File: config.mk
export PLATFORM = sky130hd
export DESIGN_NAME = register_writeback
export DESIGN_NICKNAME = d
export VERILOG_FILES = /design/src/rtl/register_writeback.sv
export SDC_FILE = /design/constraint.sdc
export NUM_CORES = 1
export LEC_CHECK = 0
export CAP_MARGIN = 20
export CELL_PAD_IN_SITES_DETAIL_PLACEMENT = 1
export CELL_PAD_IN_SITES_GLOBAL_PLACEMENT = 1
export CORE_MARGIN = 3
export CORE_UTILIZATION = 25
export DETAILED_ROUTE_END_ITERATION = 10
export DONT_BUFFER_PORTS = 1
export PLACE_DENSITY_LB_ADDON = 0.15
export REMOVE_ABC_BUFFERS = 1
export SLEW_MARGIN = 20
export SYNTH_ARGS = -nofsm -noshare
export SYNTH_HDL_FRONTEND = slang
export SYNTH_SLANG_ARGS = --single-unit
File: constraint.sdc
create_clock -name clock -period 1.5 [get_ports clock]
set_input_delay 0.15 -clock clock [delete_from_list [all_inputs] [get_ports clock]]
set_output_delay 0.15 -clock clock [all_outputs]
set_load 0.01 [all_outputs]
File: src/rtl/register_writeback.sv
// register_writeback: final stage of the 20-bit pipeline processor.
// Retires instructions from execute and drives the register-file write port.
// A load parks the stage in WAIT_MEM until mem_ready arrives or the wait
// times out. The stage also publishes a pending-destination mask for decode
// hazard checks and keeps a wrapping count of retired instructions.
// Optional feature: define WB_R0_HARDWIRED_EN to make register 0 read-only.
// Every write whose destination is R0 is then dropped, but the instruction
// still retires.
module register_writeback #(
    parameter int         DATA_W      = 16,
    parameter logic [3:0] OP_LOAD     = 4'b1011,
    parameter logic [3:0] OP_STORE    = 4'b1100,
    parameter logic [3:0] OP_NOP      = 4'b0000,
    parameter int         MEM_TIMEOUT = 8
) (
    input  logic              clock,
    input  logic              reset,
    input  logic              valid_in,
    input  logic [19:0]       instruction,
    input  logic [DATA_W-1:0] alu_result,
    input  logic              mem_ready,
    input  logic [DATA_W-1:0] mem_data,
    output logic              ready_out,
    output logic              rf_write_en,
    output logic [3:0]        rf_write_addr,
    output logic [DATA_W-1:0] rf_write_data,
    output logic [15:0]       pending_mask,
    output logic [15:0]       retired_count,
    output logic              mem_timeout_err
);

    typedef enum logic {IDLE, WAIT_MEM} state_t;

`ifdef WB_R0_HARDWIRED_EN
    localparam bit R0_HARDWIRED = 1'b1;
`else
    localparam bit R0_HARDWIRED = 1'b0;
`endif

    // The wait counter only has to reach MEM_TIMEOUT-2, where the next
    // cycle without data aborts the load.
    localparam int TW = (MEM_TIMEOUT > 2) ? $clog2(MEM_TIMEOUT) : 1;
    localparam logic [TW-1:0] LAST_WAIT = TW'(MEM_TIMEOUT - 2);

    state_t      state;
    logic [TW-1:0] wait_cnt;
    logic [3:0]  load_dest;

    logic [3:0]  opcode;
    logic [3:0]  dest;
    logic        accept;
    logic        dest_writable;
    logic        load_writable;
    logic        unused_bits;

    assign opcode    = instruction[19:16];
    assign dest      = instruction[15:12];
    assign ready_out = (state == IDLE);
    assign accept    = valid_in && ready_out;

    // A hardwired R0 can never be written, so a write to it is never issued
    // and is never tracked as pending.
    assign dest_writable = !(R0_HARDWIRED && (dest == 4'd0));
    assign load_writable = !(R0_HARDWIRED && (load_dest == 4'd0));

    // The low instruction bits hold source fields and immediates. Those
    // belong to the earlier stages, so this stage does not look at them.
    assign unused_bits = ^instruction[11:0];

    // Stage FSM: retire instructions, sequence loads, and register all outputs
    always_ff @(posedge clock) begin
        if (reset) begin
            state           <= IDLE;
            wait_cnt        <= '0;
            load_dest       <= '0;
            rf_write_en     <= 1'b0;
            rf_write_addr   <= '0;
            rf_write_data   <= '0;
            pending_mask    <= '0;
            retired_count   <= '0;
            mem_timeout_err <= 1'b0;
        end else begin
            // NOTE: non-blocking assignments throughout. Every read in this
            // block sees the pre-edge value, so the statement order does not
            // change the hardware. The strobe defaults low here and is
            // raised again only in the cycle that produces a write.
            rf_write_en <= 1'b0;

            case (state)
                IDLE: begin
                    if (accept) begin
                        if (opcode == OP_LOAD) begin
                            state     <= WAIT_MEM;
                            load_dest <= dest;
                            wait_cnt  <= '0;
                            if (dest_writable) begin
                                pending_mask <= 16'd1 << dest;
                            end
                        end else if ((opcode == OP_NOP) || (opcode == OP_STORE)) begin
                            retired_count <= retired_count + 16'd1;
                        end else begin
                            // ALU ops commit in the very next cycle. No load
                            // can be in flight while the stage is in IDLE, so
                            // pending_mask does not need to track them.
                            retired_count <= retired_count + 16'd1;
                            if (dest_writable) begin
                                rf_write_en   <= 1'b1;
                                rf_write_addr <= dest;
                                rf_write_data <= alu_result;
                            end
                        end
                    end
                end

                WAIT_MEM: begin
                    if (mem_ready) begin
                        // Arriving data beats a timeout that falls in the same cycle.
                        state         <= IDLE;
                        pending_mask  <= '0;
                        retired_count <= retired_count + 16'd1;
                        if (load_writable) begin
                            rf_write_en   <= 1'b1;
                            rf_write_addr <= load_dest;
                            rf_write_data <= mem_data;
                        end
                    end else if (wait_cnt == LAST_WAIT) begin
                        state           <= IDLE;
                        wait_cnt        <= wait_cnt + 1'b1;
                        pending_mask    <= '0;
                        mem_timeout_err <= 1'b1;
                    end else begin
                        wait_cnt <= wait_cnt + 1'b1;
                    end
                end

                default: state <= IDLE;
            endcase
        end
    end

endmodule

Word level (Yosys, flattened, before mapping)
Cells that the tools add are included.
{"block": "totals", "regBits": 62, "inputBits": 56, "output_inout_bits": 55, "wordCells": 66}
{"block": "classes", "n_eq_ne": 10, "n_addsub": 2, "n_reduce_logical": 9, "bitwise_logic": 2, "mux": 33, "n_shift": 1}
{"operator": "16-bit two-way mux", "n": 11}
{"operator": "16-bit case mux with 2 select lines", "n": 3}
{"operator": "16-bit by 1-bit adder with 16-bit output (second input constant)", "n": 1}
{"operator": "4-bit two-way mux", "n": 4}
{"operator": "1-bit by 4-bit left shift with 16-bit output (first input constant)", "n": 1}
{"operator": "3-bit AND reduction", "n": 5}
{"operator": "3-bit two-way mux", "n": 3}
{"operator": "4-bit == test (second input constant)", "n": 2}
{"operator": "1-bit two-way mux", "n": 8}
{"operator": "2-bit inequality test (second input constant)", "n": 4}
{"operator": "4-bit case mux with 2 select lines", "n": 1}
{"operator": "3-bit case mux with 2 select lines", "n": 1}
{"operator": "4-bit logical NOT", "n": 1}
{"operator": "2-bit by 1-bit inequality test with 1-bit output (second input constant)", "n": 2}
{"operator": "1-bit case mux with 2 select lines", "n": 2}
{"operator": "4-bit AND reduction", "n": 1}
{"operator": "3-bit by 1-bit adder with 3-bit output (second input constant)", "n": 1}
{"operator": "3-bit == test (second input constant)", "n": 1}
{"operator": "3-bit by 2-bit inequality test with 1-bit output (second input constant)", "n": 1}
{"operator": "1-bit NOT", "n": 2}
{"operator": "1-bit logical AND", "n": 1}
{"operator": "1-bit logical OR", "n": 1}

Logic depth before layout (Yosys ltp)
{"block": "logic_depth", "ltp_word": 6, "depth_mapped": 8, "mapped_depth_nobuf": 6}

Least setup slack after synthesis
No wires, ideal clock.
{"block": "synth_timing", "path_kind": "reg-to-reg", "startpoint": "register wait_cnt[0]", "endpoint": "register pending_mask[10]", "stages_incl_launch_ff": 9, "setup_time_ns": 0.070, "path_slack_ns": -0.049, "path_buffers": 2, "period_less_slack_ns": 1.549, "required_ns": 1.430, "arrival_time_ns": 1.478, "path_cell_list": "dfxtp_1 inv_1 ha_1 a21oi_1 a2bb2oi_2 buf_2 buf_2 nand2_1 a21oi_1"}
{"block": "synth_via", "elab_chain_len": 3}
{"element": "start: declaration", "line": "46", "rtl": "logic [TW-1:0] wait_cnt;"}
{"element": "start signal: assignment", "line": "128", "rtl": "wait_cnt <= wait_cnt + 1'b1;"}
{"element": "start signal: assignment", "line": "132", "rtl": "wait_cnt <= wait_cnt + 1'b1;"}
{"element": "3-bit == test", "line": "126", "rtl": "end else if (wait_cnt == LAST_WAIT) begin"}
{"element": "3-bit by 2-bit inequality test with 1-bit output (no source line)"}
{"element": "3-bit AND reduction (no source line)"}
{"element": "end signal: assignment", "line": "97", "rtl": "pending_mask <= 16'd1 << dest;"}
{"element": "end: declaration", "line": "27", "rtl": "output logic [15:0] pending_mask,"}
No other way between the ends.
A chain may end at the register's enable or synchronous reset.

Worst setup path in the final report
{"block": "layout_timing", "startpoint": "register retired_count[0]", "endpoint": "register retired_count[9]"}
{"block": "layout_via", "elab_chain_len": 4, "elab_cells_between_ends": 5, "classes_between": "add/sub (1); mux (4)"}
{"element": "start: declaration", "line": "28", "rtl": "output logic [15:0] retired_count,"}
{"element": "start signal: assignment", "line": "100", "rtl": "retired_count <= retired_count + 16'd1;"}
{"element": "start signal: assignment", "line": "105", "rtl": "retired_count <= retired_count + 16'd1;"}
{"element": "start signal: assignment", "line": "120", "rtl": "retired_count <= retired_count + 16'd1;"}
{"element": "16-bit by 1-bit adder with 16-bit output (*)", "line": "100, 105, 120"}
{"element": "16-bit two-way mux", "line": "92", "rtl": "if (opcode == OP_LOAD) begin"}
{"element": "16-bit two-way mux", "line": "91", "rtl": "if (accept) begin"}
{"element": "16-bit case mux with 2 select lines (*)", "line": "89", "rtl": "case (state)"}
Mark *: on every way between the ends. The rest lies on a longest branch, timed or not. The select of a mux whose other input is x is not followed.

==> out/qor.csv <==
metric;value;unit
status;finished with violations;
failing checks;hold timing, setup timing;
root buffer cell;clkbuf_16;
max-cap viol count;0;
Core Area;10900;µm²
total CTS buffers;9;
RSZ-0062 raised after global routing;yes;
Sink Count;62;
Slew HR;0.754;
syn_area_per_cell;8.70;µm²
most frequent CP cell;buf_6;
P&R area growth vs syn;49.4;%
layout cell share with drive strength beyond 1;0.399;
die width;112;µm
placement row count;38;
cell chain of the critical path;buf_6 > and4_4 > a41oi_4 > buf_6 > or4_4 > a21oi_2;
Power Dens Cells;975;nW/µm²
Reg clk slew, reported paths;50;ps
Pleak;1.52;nW
DP HPWL;6080;µm
Crit Path Max Fanout;6;
critical path capture point type;flip-flop;
WL final;9180;µm
Starting DRT DRC Count;83;
post-synth top area share;0.439;
TritonRoute pass-1 iters;4;
total global-route track usage;0.141;
Final #Nets;431;
Vias/cell;5.03;
hold slack;-109;ps
initial antenna violation count;0;
vias in the first global route;2806;
# placed instances;492;
Tcrit/Tclk final;1.03;
# DRC;0;
Cell Area, Placed;3310;µm²
clock tree buffer depth;2;
Post-synth EDFFs;0;
area leader, netlist;dfxtp_1;
Final Setup Violations;4;
CTS tree;built;
worst skew pair latency;330;ps
crit path DAT;1810;ps
I/O Pins;111;
Mapped Area;2830;µm²
largest net degree at the start of global routing;64;
Initial Utilization;0.259;
wire per inst;17.8;µm
Hold Path Class;input port to flip-flop;
maximum VDD drop;0.415;mV
post-route cell area;4230;µm²
main area contributors after synthesis;dfxtp_1 (44%), a221oi_1 (5.9%), a211oi_1 (5.6%);
slew of the pin with the lowest slew margin;369;ps
Seq/Total Area, Yosys;0.439;
R2R Setup Slk;-50;ps
family with the most delay on the worst path;simple AND/OR/NAND/NOR gates;
crit path launch type;flip-flop;
fin crit period;1550;ps
setup tns final;-80.9;ps
Worst Slack Setup Final;-48.4;ps
clk_skew;4.27;ps
routed vias;2593;
ys async rst share;0;
critical path class;flip-flop to flip-flop;
worst path buffer plus inverter count;2;
Die H;112;µm
post-route antenna net violation count;0;
fillers;1229;
gr ovfl total;0;
synth unique cells;46;
f_max;646;MHz
dominant synthesized flop cell;dfxtp_1;
CP required;1770;ps
Yosys warnings;0;
Seq cells post-synth;62;
Slew Limit Fails;0;
Post-Syn Instances;325;
Hold Fails Final Rpt;61;
H-Tree Depth;3;
Total Power;0.00412;W
Die Footprint;12600;µm²
I/O Buffers;0;
RePlAce Congestion;0.707;
Inserted Diodes;0;
Finished Layout Cells;516;
slowest cell delay on critical path;410;ps
CP max-delay cell;or4_4;
first-pass GRT wire length;14000;µm
-- logic make-up after synthesis --
family / Yosys count / synth area share
compound gates: 91 / 0.227
xor+xnor: 4 / 0.0124
fa+ha+maj: 3 / 0.0133
buf+inv: 50 / 0.0726
flops: 62 / 0.439
mux: 6 / 0.0217
simple gates: 109 / 0.214
-- path summary, 6_finish.rpt --
path                           end  depth (start not counted)             start
setup / recovery  retired_count[9]                          6  retired_count[0]
hold / removal    rf_write_data[1]                          1             reset
setup reg to reg  retired_count[9]                          6  retired_count[0]
hold reg to reg       load_dest[1]                          2      load_dest[1]
-- power breakdown --
part	internal, W	leakage (nW)	switching, W	total, W
Sequential	0.00171	0.510	0.0000731	0.00178
Clock	0.00120	0.133	0.000714	0.00191
Combinational	0.000219	0.879	0.000205	0.000424
-- per-stage QoR --
stage / setup WS (ps) / utilization
5_1_grt: -121 / 0.386
2_1_floorplan: -997 / -
3_3_place_gp: -96.3 / 0.303
6_report: -48.4 / 0.386
4_1_cts: -57.3 / 0.343
3_5_place_dp: -117 / 0.303
-- repair_timing --
action	in CTS	in global routing
gates cloned	0	2
pin swaps	6	33
endpoints found under the hold margin	61	61
resized for setup	32	79
setup endpoints to repair	47	46
buffers inserted	3	6
-- state kept, by name, summed over array words and instances (netlist names) --
signal and cells:
wait_cnt 3, load_dest 4, rf_write_data 16, state 1, rf_write_en 1, retired_count 16, mem_timeout_err 1, pending_mask 16
rf_write_addr 4
-- cells in the mapped netlist, drive strengths merged (3+ instances only) --
master  count
a211oi     21
ha          3
nand3       5
o31ai       3
clkbuf     11
nand2b      3
buf        13
nand3b      3
mux2i       5
a221oi     19
dfxtp      62
or4         5
o21ai       9
a21oi      24
or3        10
a22oi       6
nand2      19
inv        26
nor2b      20
xor2        3
and2        4
and4        3
nor2       25
-- metal layers --
layer / part of all wire / vias to the layer above / GRT usage
li1: - / 1268 / -
met1: 0.42 / 1232 / 0.163
met2: 0.47 / 79 / 0.229
met3: 0.088 / 14 / 0.0577
met4: 0.017 / 0 / 0.0649
met5: 0 / - / 0
-- layout make-up --
| cell class | instances | area, µm² | area share |
|---|---|---|---|
| clock inverters | 1 | 5.00 | 0.00118 |
| well taps | 140 | 175 | 0.0415 |
| flip-flops and latches | 62 | 1260 | 0.298 |
| repair buffers | 60 | 549 | 0.130 |
| clock buffers | 14 | 264 | 0.0625 |
| multi-input cells | 213 | 1880 | 0.444 |
| inverters | 26 | 97.6 | 0.0231 |
-- placed cells by master, fill, tap and decap left out, types with 6 or more instances in the layout --
| cell type | synthesis | final |
|---|---|---|
| dfxtp_2 | 0 | 7 |
| a21oi_2 | 0 | 7 |
| inv_1 | 25 | 24 |
| o21ai_0 | 9 | 9 |
| nand2_1 | 19 | 18 |
| a221oi_2 | 0 | 6 |
| buf_6 | 0 | 13 |
| nor2_1 | 24 | 24 |
| a21oi_1 | 24 | 16 |
| clkbuf_16 | 0 | 10 |
| a211oi_2 | 0 | 19 |
| a221oi_4 | 0 | 12 |
| nor2b_1 | 19 | 19 |
| dfxtp_1 | 62 | 53 |
| buf_4 | 1 | 43 |
| or3_1 | 10 | 9 |
| a22oi_1 | 6 | 6 |
Note: power is estimated with default switching activity, not from simulation.
